$ cat config.mk
export PLATFORM = sky130hd
export DESIGN_NAME = memory_bank_flat
export DESIGN_NICKNAME = d
export VERILOG_FILES = /design/src/rtl/memory_pkg.sv /design/src/rtl/memory_bank_if.sv /design/src/rtl/memory_bank_read_pipe.sv /design/src/rtl/memory_bank.sv /design/src/flat_wrapper.sv
export SDC_FILE = /design/constraint.sdc
export NUM_CORES = 1
export LEC_CHECK = 0
export CAP_MARGIN = 20
export CORE_MARGIN = 4
export CORE_UTILIZATION = 56
export CTS_BUF_LIST = sky130_fd_sc_hd__clkbuf_8
export DETAILED_ROUTE_END_ITERATION = 8
export PLACE_DENSITY = 0.83
export RECOVER_POWER = 100
export SLEW_MARGIN = 20
export SYNTH_ARGS = -nofsm -noshare
export SYNTH_HDL_FRONTEND = slang
export SYNTH_SLANG_ARGS = --single-unit
$ cat constraint.sdc
create_clock -name CLK -period 2.3 [get_ports CLK]
set_clock_uncertainty 0.15 [all_clocks]
set_input_delay 0.46 -clock CLK [delete_from_list [all_inputs] [get_ports CLK]]
set_output_delay 0.46 -clock CLK [all_outputs]
set_load 0.02 [all_outputs]
$ cat src/rtl/memory_pkg.sv
// memory_pkg: shared types and elaboration helpers for the memory bank
package memory_pkg;

   typedef enum logic {
      INIT,
      RUN
   } state_t;

   function automatic int lanes(input int word_size, input int lane_width);
      return word_size / lane_width;
   endfunction

   function automatic bit latency_ok(input int lat);
      return lat == 1 || lat == 2;
   endfunction

endpackage

$ cat src/rtl/memory_bank_if.sv
// memory_bank_if: request/response bus between the load-store unit and the memory bank
interface memory_bank_if
   import memory_pkg::*;
#(
   parameter int WORD_SIZE  = 16,
   parameter int LANE_WIDTH = 8
);
   localparam int LANES = lanes(WORD_SIZE, LANE_WIDTH);

   logic                 REQ;
   logic                 W;
   logic [WORD_SIZE-1:0] ADDR;
   logic [LANES-1:0]     BE;
   logic [WORD_SIZE-1:0] DATA_IN;
   logic                 READY;
   logic [WORD_SIZE-1:0] DATA_OUT;
   logic                 VALID;
   logic                 ERR;

   modport master (
      output REQ, W, ADDR, BE, DATA_IN,
      input  READY, DATA_OUT, VALID, ERR
   );

   modport slave (
      input  REQ, W, ADDR, BE, DATA_IN,
      output READY, DATA_OUT, VALID, ERR
   );

endinterface

$ cat src/rtl/memory_bank_read_pipe.sv
// read_pipe: fixed-depth delay line for read results; data holds while no result moves through
module read_pipe #(
   parameter int W     = 16,
   parameter int DEPTH = 1
) (
   input  logic         CLK,
   input  logic         RST,
   input  logic         v_in,
   input  logic         e_in,
   input  logic [W-1:0] d_in,
   output logic         v_out,
   output logic         e_out,
   output logic [W-1:0] d_out
);

   logic [DEPTH-1:0] v_q, v_d, e_q, e_d;
   logic [W-1:0]     d_q [DEPTH];
   logic [W-1:0]     d_d [DEPTH];

   // shift valid/err every cycle; each stage only takes new data when a result arrives
   always_comb begin
      v_d    = v_q;
      e_d    = e_q;
      d_d    = d_q;
      v_d[0] = v_in;
      e_d[0] = e_in;
      d_d[0] = v_in ? d_in : d_q[0];
      for (int i = 1; i < DEPTH; i++) begin
         v_d[i] = v_q[i-1];
         e_d[i] = e_q[i-1];
         d_d[i] = v_q[i-1] ? d_q[i-1] : d_q[i];
      end
   end

   // stage registers, flushed so no stale result survives a reset
   always_ff @(posedge CLK or posedge RST) begin
      if (RST) begin
         v_q <= '0;
         e_q <= '0;
         d_q <= '{default: '0};
      end else begin
         v_q <= v_d;
         e_q <= e_d;
         d_q <= d_d;
      end
   end

   assign v_out = v_q[DEPTH-1];
   assign e_out = e_q[DEPTH-1];
   assign d_out = d_q[DEPTH-1];

endmodule

$ cat src/rtl/memory_bank.sv
// memory_bank: single-port word memory with byte lanes, range checking and post-reset clear
module memory_bank
   import memory_pkg::*;
#(
   parameter int WORD_SIZE    = 16,
   parameter int MEMORY_SIZE  = 16,
   parameter int LANE_WIDTH   = 8,
   parameter int READ_LATENCY = 1
) (
   input logic          CLK,
   input logic          RST,
   memory_bank_if.slave bus
);

   localparam int LANES = lanes(WORD_SIZE, LANE_WIDTH);
   localparam int AW    = MEMORY_SIZE > 1 ? $clog2(MEMORY_SIZE) : 1;
   localparam logic [WORD_SIZE:0] MS = (WORD_SIZE + 1)'(MEMORY_SIZE);

   if (!latency_ok(READ_LATENCY)) begin : g_bad_latency
      $error("memory_bank: READ_LATENCY must be 1 or 2");
   end
   if (WORD_SIZE % LANE_WIDTH != 0) begin : g_bad_lanes
      $error("memory_bank: WORD_SIZE must be a multiple of LANE_WIDTH");
   end

   state_t               state_q, state_d;
   logic [AW-1:0]        clr_q, clr_d;
   logic                 wr_err_q, wr_err_d;
   logic [WORD_SIZE-1:0] mem [MEMORY_SIZE];
   logic                 acc, in_range, mem_we, pipe_v, pipe_e;
   logic [AW-1:0]        idx, mem_idx;
   logic [WORD_SIZE-1:0] rdata, mem_wdata, pipe_d;

   // the comparison is one bit wider than ADDR so high addresses never alias into range
   assign in_range = {1'b0, bus.ADDR} < MS;
   assign idx      = bus.ADDR[AW-1:0];
   assign acc      = state_q == RUN && bus.REQ;
   assign rdata    = in_range ? mem[idx] : '0;

   // clear sweep during INIT, then park in RUN until the next reset
   always_comb begin
      state_d  = state_q;
      clr_d    = clr_q;
      wr_err_d = acc && bus.W && !in_range;
      if (state_q == INIT) begin
         clr_d = clr_q + AW'(1);
         if (clr_q == AW'(MEMORY_SIZE - 1)) state_d = RUN;
      end
   end

   // control state, clear counter and the write-error pulse
   always_ff @(posedge CLK or posedge RST) begin
      if (RST) begin
         state_q  <= INIT;
         clr_q    <= '0;
         wr_err_q <= 1'b0;
      end else begin
         state_q  <= state_d;
         clr_q    <= clr_d;
         wr_err_q <= wr_err_d;
      end
   end

   // single write port shared by the clear sweep and lane-masked stores
   always_comb begin
      mem_we    = state_q == INIT || (acc && bus.W && in_range);
      mem_idx   = state_q == INIT ? clr_q : idx;
      mem_wdata = state_q == INIT ? '0 : rdata;
      for (int l = 0; l < LANES; l++)
         if (state_q == RUN && bus.BE[l]) mem_wdata[l*LANE_WIDTH +: LANE_WIDTH] = bus.DATA_IN[l*LANE_WIDTH +: LANE_WIDTH];
   end

   // storage is deliberately not reset; the INIT sweep zeroes it instead
   always_ff @(posedge CLK) begin
      if (mem_we) mem[mem_idx] <= mem_wdata;
   end

   read_pipe #(
      .W     (WORD_SIZE),
      .DEPTH (READ_LATENCY)
   ) u_read_pipe (
      .CLK   (CLK),
      .RST   (RST),
      .v_in  (acc && !bus.W),
      .e_in  (acc && !bus.W && !in_range),
      .d_in  (rdata),
      .v_out (pipe_v),
      .e_out (pipe_e),
      .d_out (pipe_d)
   );

   assign bus.READY    = state_q == RUN;
   assign bus.VALID    = pipe_v;
   assign bus.DATA_OUT = pipe_d;
   assign bus.ERR      = pipe_e | wr_err_q;

endmodule
$ cat src/flat_wrapper.sv
// flat-port wrapper written by rule: the top's interface ports become plain ports
module memory_bank_flat import memory_pkg::*;
#(
   parameter int WORD_SIZE    = 16,
   parameter int MEMORY_SIZE  = 16,
   parameter int LANE_WIDTH   = 8,
   parameter int READ_LATENCY = 1
)
  (CLK, RST, bus_REQ, bus_W, bus_ADDR, bus_BE, bus_DATA_IN, bus_READY, bus_DATA_OUT, bus_VALID, bus_ERR);
  memory_bank_if #(.WORD_SIZE(WORD_SIZE), .LANE_WIDTH(LANE_WIDTH)) bus_i ();
  input logic CLK;
  input logic RST;
  input wire logic [$bits(bus_i.REQ)-1:0] bus_REQ;
  input wire logic [$bits(bus_i.W)-1:0] bus_W;
  input wire logic [$bits(bus_i.ADDR)-1:0] bus_ADDR;
  input wire logic [$bits(bus_i.BE)-1:0] bus_BE;
  input wire logic [$bits(bus_i.DATA_IN)-1:0] bus_DATA_IN;
  output wire logic [$bits(bus_i.READY)-1:0] bus_READY;
  output wire logic [$bits(bus_i.DATA_OUT)-1:0] bus_DATA_OUT;
  output wire logic [$bits(bus_i.VALID)-1:0] bus_VALID;
  output wire logic [$bits(bus_i.ERR)-1:0] bus_ERR;
  assign bus_i.REQ = bus_REQ;
  assign bus_i.W = bus_W;
  assign bus_i.ADDR = bus_ADDR;
  assign bus_i.BE = bus_BE;
  assign bus_i.DATA_IN = bus_DATA_IN;
  assign bus_READY = bus_i.READY;
  assign bus_DATA_OUT = bus_i.DATA_OUT;
  assign bus_VALID = bus_i.VALID;
  assign bus_ERR = bus_i.ERR;
  memory_bank #(.WORD_SIZE(WORD_SIZE), .MEMORY_SIZE(MEMORY_SIZE), .LANE_WIDTH(LANE_WIDTH), .READ_LATENCY(READ_LATENCY)) u_core (.CLK(CLK), .RST(RST), .bus(bus_i));
endmodule
==> flow_results.org, run 1 <==
** Cells and area
- With fillers left out, the area of the finished cells amounts to 0.01393 sq mm.
- For this run, the share of the core covered by cells in the final layout is 0.7373.
- Number of nets in the final layout :: 757
- Most common cell after layout, fill and taps aside :: sky130_fd_sc_hd__edfxtp_1
- Counting the fill cells in the layout gives 1019.
- The number of antenna diodes in the final layout is 0.
- The area growth from synthesis to layout is 27.80%.
- The finished layout holds between 1000 and 1500 standard cells, fillers aside.
- The library cells used most frequently in the layout, excluding fill and tap cells, are 256 x sky130_fd_sc_hd__edfxtp_1, 75 x sky130_fd_sc_hd__buf_4, 61 x sky130_fd_sc_hd__mux4_2.
- Layout cell share with drive strength beyond 1 :: 0.3679

** STA
- Period utilisation layout :: 1.007
- Across all setup checks in the final design, the least slack found is -0.01591 ns.
- Timing would allow up to approximately 430 MHz.
- The count of final max-slew check failures came to 25.
- Relative max-transition margin :: -0.01048
- Setup repair after global routing missed its margin :: yes
- For the final routed database, the setup TNS stands at -0.09619 ns.
- The tightest hold path in the finished design has a slack of approximately 0.33 ns.
- Worst-Margin Slew :: 1.516 ns
- The total count of hold-check failures in the final report was 0.
- Setup violations remaining at the end of the flow were counted as 9.
- Minimum period implied by the final worst setup slack :: approximately 2.3 ns

** Routing
- Summed over all layers, the routed wires come to 28550 um.
- Post-detailed-route count of antenna-violating nets :: 0
- For this block, the initial DRC count from the detailed router was 718.
- Number of design rule violations left after detail routing :: 0
- Before antenna repair, the detailed router went through 5 iterations.
- For this block, the via count after detailed routing is ~6400.
- Dividing the detail-routed wire length by the instance count gives between 20 and 30 um.
- Using the TritonRoute via totals, the vias-per-cell ratio works out to approximately 6.3.

** Floorplan
- Y dimension of the die :: roughly 150 um
- Total core area :: 0.01889 sq mm
- Top-level port count :: 57
- The floorplan has 50 rows.
- The floorplan step set the die width to 147.5 um.
- For this configuration, the core starts out at a cell density of 0.5769.
- Die Footprint :: 0.02176 sq mm

** Worst setup path
- CP arrival :: approximately 2.5 ns
- The worst setup path is launched from a flop.
- At the worst endpoint, the required time is 2.43 ns.
- Of all nets on the critical path, the largest fanout is 15.
- Crit path from :: u_core.bus.READY
- Worst reg2reg path startpoint :: u_core.bus.READY
- Category of the most critical setup path :: reg -> reg
- STA classifies the critical path endpoint as a flop.
- Peak per-stage delay on the critical path :: 0.76 ns
- In this run the critical register-to-register path is captured at u_core.mem[5][10].
- Setup slack on the worst flop-to-flop path :: -0.02 ns
- The number of cells on the worst reg-to-reg path is 5.
- The critical path ends at u_core.mem[5][10].
- Critical Path, Cell by Cell :: buf_4 -> nor3b_1 -> a31oi_1 -> nor2_2 -> buf_12
- The slowest stage of the critical path belongs to the cell sky130_fd_sc_hd__a31oi_1.

** Logic synthesis
- Distinct cells, synth :: between 40 and 50
- Number of nets in the synthesized netlist :: 568
- The most used flip-flop cell after synthesis is sky130_fd_sc_hd__edfxtp_1.
- Synthesized instance count :: 529
- During synthesis, Yosys emitted a total of 0 warnings.
- Post-Synthesis Mean Instance Area :: approximately 21 sq um
- The share of the Yosys chip area taken by registers is 0.7604.
- Flip-flop and latch count after synthesis :: 280
- The cell area that synthesis handed to floorplanning was about 0.011 sq mm.
- Yosys mapped a number of flops with a built-in enable equal to 256.
- Share of flip-flops with an asynchronous set or reset :: 0.08571

** Status
- Outcome :: complete, but fails checks
- Failing checks :: capacitance limit, slew limit, setup timing

** Power
- Max rail drop VDD :: 626.5 uV
- Of the total power, registers draw 0.533.
- Internal power comes to 8.122 mW.
- For this design the ratio of total power to cell area is 747.5 mW/mm^2.
- In this run the power spent charging and discharging nets is 2.290 mW.
- The design draws between 10 and 15 mW.
- Relative contribution of the clock network to total power :: 0.406
- Switching fraction of total power :: 0.2200
- The analysis attributes to cell leakage a power of around 5.2 nW.
- Combinational power share :: 0.060

** Clock network
- Clock latency on the worst-skew pair, taken at its later pin, is 0.56 ns.
- Number of clock sinks :: 280
- Buffers from clock root to sink, at most :: 3
- Post-CTS timing repair inserted 0 buffers for setup.
- Number of hold-repair buffers added at the cts stage :: 0
- H-Tree Level Count :: 2
- Clk root buf :: sky130_fd_sc_hd__clkbuf_8
- Clock buffers created by TritonCTS :: 44
- TritonCTS built the clock tree.
- After clock tree synthesis, the clock-pin slew on the worst setup and hold paths is about 0.060 ns.

** Global routing
- The initial antenna violation count is 0.
- Vias in the first global route :: 6730
- Pin count of the biggest net entering global routing :: 27
- Sum of overflow across all layers after global routing :: 0
- First-pass GRT wire length :: 41370 um
- In the global route stage, overall resource usage came out at 0.2550.

** Placed design
- Routability-driven placement congestion ratio :: 0.8893
- Buffers placed on the I/O ports in this run total 56.
- Timing analysis after detailed placement gives a worst setup slack of -0.5764 ns.
- Placement-stage cell area :: 0.01286 sq mm
- Number of placed cells counting well taps :: 932
- Detailed placer's ending HPWL :: about 17000 um

** Flow run
- Across the run, the number of max-cap violations was 1.

** Hold path
- The worst hold path belongs to the class reg -> reg.
[cells in the mapped netlist (all sizes together), types with 4 or more instances]
| cell type | number | area share |
|---|---|---|
| a22oi | 31 | 0.021 |
| dfrtp | 24 | 0.055 |
| inv | 4 | 0.0014 |
| nand2 | 23 | 0.0079 |
| mux2i | 4 | 0.0037 |
| clkbuf | 8 | 0.0028 |
| and2 | 4 | 0.0023 |
| a22o | 30 | 0.024 |
| edfxtp | 256 | 0.71 |
| nor2 | 24 | 0.0085 |
| a21oi | 4 | 0.0018 |
| buf | 20 | 0.014 |
| mux4 | 62 | 0.13 |
| nor2b | 5 | 0.0029 |
[what timing repair did]
| action | in CTS | in global routing |
|---|---|---|
| pin swaps | 0 | 5 |
| endpoints found under the setup margin | 18 | 327 |
| endpoints found under the hold margin | 0 | 0 |
| cloned | 0 | 0 |
| gates resized for setup | 4 | 45 |
[sequential cells by signal (all words and copies together) (netlist names)]
signal,cells
u_core.wr_err_q,1
u_core.clr_q,4
u_core.u_read_pipe.e_out,1
u_core.u_read_pipe.d_out,16
u_core.bus.READY,1
u_core.mem,256
u_core.u_read_pipe.v_out,1
[how the worst min path moves through the flow]
stage               cells after the start                         start                           end  slack (ns)
detailed placement                      2  u_core.u_read_pipe.d_out[14]  u_core.u_read_pipe.d_out[14]        0.33
floorplan                               1               u_core.clr_q[2]               u_core.clr_q[2]        0.31
CTS                                     3                           RST   u_core.u_read_pipe.d_out[1]        0.14
global placement                        2  u_core.u_read_pipe.d_out[14]  u_core.u_read_pipe.d_out[14]        0.33
finish                                  2  u_core.u_read_pipe.d_out[14]  u_core.u_read_pipe.d_out[14]        0.33
global route                            1  u_core.u_read_pipe.d_out[13]  u_core.u_read_pipe.d_out[13]        0.38
[worst max-delay path: cells and delay by family, from the launching register on]
family	cells	cell delay, ns
simple gates	2	0.20
flops	1	0.48
compound gates	1	0.76
buf+inv	2	0.45
[metal layers]
| metal | track usage | wire length [um] |
|---|---|---|
| met1 | 0.3372 | 10120 |
| met2 | 0.4297 | 14810 |
| met3 | 0.04384 | 2480 |
| met4 | 0.09925 | 1141 |
| met5 | 0 | 0 |
[kinds of logic after synthesis]
group / after synthesis / synth area share
AND/OR/NAND/NOR: 70 / 0.02973
XOR/XNOR: 3 / 0.002411
flip-flops: 280 / 0.7604
buffers and inverters: 32 / 0.01848
multiplexers: 68 / 0.1342
AO/OA/AOI/OAI: 75 / 0.05361
adder cells (fa/ha/maj): 1 / 0.001148
[power groups by stage]
stage               Combinational (mW)  Clock (mW)  Sequential (mW)
detailed placement               0.598           0             5.66
floorplan                        0.286           0             5.66
global route                     0.656        4.53             5.55
finish                           0.625        4.23             5.55
global placement                 0.577           0             5.66
CTS                              0.607        4.23             5.56
[final cells by class]
type	instances	area, sq um	share of cell area
Sequential cell	280	8289	0.5951
Multi-Input combinational cell	217	2604	0.1869
Timing Repair Buffer	171	1822	0.1308
Clock buffer	44	605.6	0.04347
Tap cell	260	325.3	0.02335
Clock inverter	37	269.0	0.01931
Inverter	4	15.01	0.001078
No activity file was read; power rests on OpenSTA's default activity.
==> run 2, diff against run 1 <==
--- a/config.mk
+++ b/config.mk
@@ -6,10 +6,9 @@
 export NUM_CORES = 1
 export LEC_CHECK = 0
-export CAP_MARGIN = 20
 export CORE_MARGIN = 4
-export CORE_UTILIZATION = 56
+export CORE_UTILIZATION = 35
 export CTS_BUF_LIST = sky130_fd_sc_hd__clkbuf_8
 export DETAILED_ROUTE_END_ITERATION = 8
-export PLACE_DENSITY = 0.83
+export PLACE_DENSITY = 0.58
 export RECOVER_POWER = 100
 export SLEW_MARGIN = 20
--- a/constraint.sdc
+++ b/constraint.sdc
@@ -3,3 +3,3 @@
 set_input_delay 0.46 -clock CLK [delete_from_list [all_inputs] [get_ports CLK]]
 set_output_delay 0.46 -clock CLK [all_outputs]
-set_load 0.02 [all_outputs]
+set_load 0.005 [all_outputs]
==> flow_results.org, run 2 (synthesis gave the netlist of run 1 again) <==
** Floorplan
- Num rows :: 64 (was 50)
- The number of primary I/O pins is 57 (unchanged).
- The die area came to 0.03403 sq mm (was 0.02176 sq mm).
- The vertical extent of the die was 184.5 um (was 147.5 um).
- Total core area :: 0.03067 sq mm (was 0.01889 sq mm)
- The die boundary width came to 184.5 um (was 147.5 um).
- Initial core utilization :: 0.3554 (was 0.5769)

** Placed design
- Number of placed cells counting well taps :: 1073 (was 932)
- The global placer's final weighted congestion was 0.8093 (was 0.8893).
- The number of port buffers is 56 (unchanged).
- The detailed placer's ending HPWL was 17540 um (was 17220 um).

** Clock network
- Clock buffers created by TritonCTS :: 46 (was 44)
- Clock latency on the worst-skew pair :: 0.55 ns (was 0.56 ns)
- The clock tree from TritonCTS is yes (unchanged).
- The number of buffers on the longest clock path was 3 (unchanged).
- Clk root buf :: sky130_fd_sc_hd__clkbuf_8 (unchanged)
- The clock transition time at the flip-flop clock pins of the worst setup and hold paths is 0.06 ns (about the same).
- Number of clock sinks :: 280 (unchanged)
- H-Tree Level Count :: 2 (unchanged)
- Number of hold-repair buffers added at the cts stage :: 0 (unchanged)

** Routing
- The final routed wirelength across all metal layers came to 26170 um (was 28550 um).
- The detailed-route vias per instance was 5.156 (was 6.301).
- Number of iterations in the first detailed-routing pass :: 5 (unchanged)
- The violation count after the first detailed-route iteration is 351 (was 718).
- Total vias in the final route :: 5971 (was 6383)
- The remaining antenna violation count was 0 (unchanged).
- The average wire per cell in the routed design came to 22.60 um (was 28.18 um).
- The number of DRC violations after detailed routing came to 0 (unchanged).

** Power
- Static Leak :: 5.276 nW (was 5.210 nW)
- Total power of the final layout :: 10.34 mW (was 10.41 mW)
- The maximum resistive drop on vdd came to 408.3 uV (was 626.5 uV).
- Power Density :: 737.6 mW/mm^2 (was 747.5 mW/mm^2)

** Cells and area
- The fraction of final layout cells with drive strength greater than 1 is 0.3478 (was 0.3679).
- Commonest cells after routing, fill and taps aside :: 256 x sky130_fd_sc_hd__edfxtp_1, 73 x sky130_fd_sc_hd__buf_4, 61 x sky130_fd_sc_hd__mux4_2 (was 256 x sky130_fd_sc_hd__edfxtp_1, 75 x sky130_fd_sc_hd__buf_4, 61 x sky130_fd_sc_hd__mux4_2)
- The net count of the finished layout was 765 (was 757).
- Synth-to-Final Area Change :: 28.63% (was 27.80%)
- The number of antenna cells inserted was 0 (unchanged).
- Number of standard cells in the final layout excluding fillers :: 1158 (was 1013)
- Fillers :: 2596 (was 1019)
- The utilization of the core after routing was 0.4571 (was 0.7373).
- The most common cell after layout, fill and taps aside was sky130_fd_sc_hd__edfxtp_1 (unchanged).
- The number of flip-flops in the largest register is 256 (unchanged).
- The register containing the most flip-flops in the final layout is u_core.mem (unchanged).

** STA
- Hold Worst Slack :: 0.3488 ns (was 0.3337 ns)
- Number of endpoints failing setup at the final stage :: 0 (was 9)
- Final count of pins violating max slew :: 0 (was 25)
- The final setup TNS was 0 ns (was -0.09619 ns).
- The minimum period implied by the final worst setup slack was 2.250 ns (was 2.316 ns).
- The worst slew slack as a fraction of its limit is 0.4782 (was -0.01048).
- Max frequency :: 444.4 MHz (was 431.8 MHz)
- Hold Vio Cnt, Final :: 0 (unchanged)
- The share of the clock period used by the worst path after layout came to 0.9785 (was 1.007).
- Setup repair after global routing missed its margin :: yes (unchanged)
- The pin slew with the least headroom to its limit is 0.7827 ns (was 1.516 ns).

** Worst setup path
- Worst endpoint required time :: 2.45 ns (was 2.43 ns)
- The critical path's slowest cell is sky130_fd_sc_hd__dlygate4sd3_1 (was sky130_fd_sc_hd__a31oi_1).
- Peak per-stage delay on the critical path :: 0.69 ns (was 0.76 ns)
- Crit start category :: primary input (was flop)
- The kind of critical path was in -> reg (was reg -> reg).
- The critical path data arrival time came to 2.40 ns (was 2.45 ns).
- Largest delay contributor family on the critical path :: buffers and inverters (was compound AO/OA/AOI/OAI gates)
- Critical Path End Type :: flop (unchanged)
- The biggest fanout along the worst timing path came to 8 (was 15).
- Worst path buffer plus inverter count :: 3 (was 2)
- Critical Path, Cell by Cell: dlygate4sd3_1 -> nor2_1 -> clkbuf_2 -> a22oi_1 -> nand2_1 -> a22o_1 -> buf_4 (was buf_4 -> nor3b_1 -> a31oi_1 -> nor2_2 -> buf_12).

** Hold path
- Worst min path class :: reg -> reg (unchanged)

** Global routing
- The total global routing track utilization is 0.1554 (was 0.2550).
- Vias in the first global route :: 6293 (was 6730)
- First-pass GRT wire length :: 39510 um (was 41370 um)
- The total global routing overflow was 0 (unchanged).
- Number of antenna violations at the first check in global routing :: 0 (unchanged)
- Pin count of the biggest net entering global routing :: 25 (was 27)

** Status
- Outcome :: completed (was complete, but fails checks)

** Flow run
- Max Cap Violations :: 0 (was 1)
run 2: worst paths after layout:
check                                  from                          end  cells past startpoint  slack, ns
max                             bus_ADDR[3]             u_core.mem[0][1]                      7       0.05
min                         u_core.clr_q[2]              u_core.clr_q[2]                      1       0.35
max reg2reg                u_core.bus.READY            u_core.mem[6][13]                      6       0.26
min reg2reg                 u_core.clr_q[2]              u_core.clr_q[2]                      1       0.35
max in group asynchronous               RST             u_core.bus.READY                      3       1.02
min in group asynchronous               RST  u_core.u_read_pipe.d_out[6]                      3       0.44
run 2: area by class of cell:
cell class | count | area (sq um) | share of cell area
timing repair buffer | 177 | 1864 | 0.1330
tap | 396 | 495.5 | 0.03534
sequential | 280 | 8289 | 0.5913
clock buffer | 48 | 660.6 | 0.04712
clock inverter | 36 | 232.7 | 0.01660
multi-input combinational | 217 | 2462 | 0.1756
inverter | 4 | 15.01 | 0.001071
run 2: per-stage QoR:
step,setup WS [ns],area [sq um]
after CTS,0.007642,14030
after floorplan,-0.06807,10950
final,0.04955,14020
after detailed placement,-0.5116,13130
after global placement,-0.4307,13130
after global routing,-0.02878,14020
run 2: what timing repair did:
action | CTS | global route
setup endpoints to repair | 1 | 355
buffers inserted | 1 | 0
gates resized for setup | 1 | 6
run 2: metal layers:
layer,up-vias,global-route usage,wire length [um]
li1,2617,-,-
met1,3151,0.2104,11210
met2,160,0.2636,13340
met3,43,0.02427,1157
met4,0,0.04230,471
met5,-,0,0
run 2: worst register-to-register path: cells and delay by family (launching register included):
kind                   cells  cell delay [ns]
muxes                      1             0.19
DFF                        1             0.40
buffers and inverters      2             0.36
and+or+nand+nor            3             0.64
run 2: where the power goes:
part	switching, mW	total [mW]	leakage (nW)	internal [mW]
logic	0.287	0.604	1.82	0.317
clock network	1.90	4.18	0.509	2.28
registers	0.000528	5.56	2.95	5.56
total	2.19	10.3	5.28	8.15
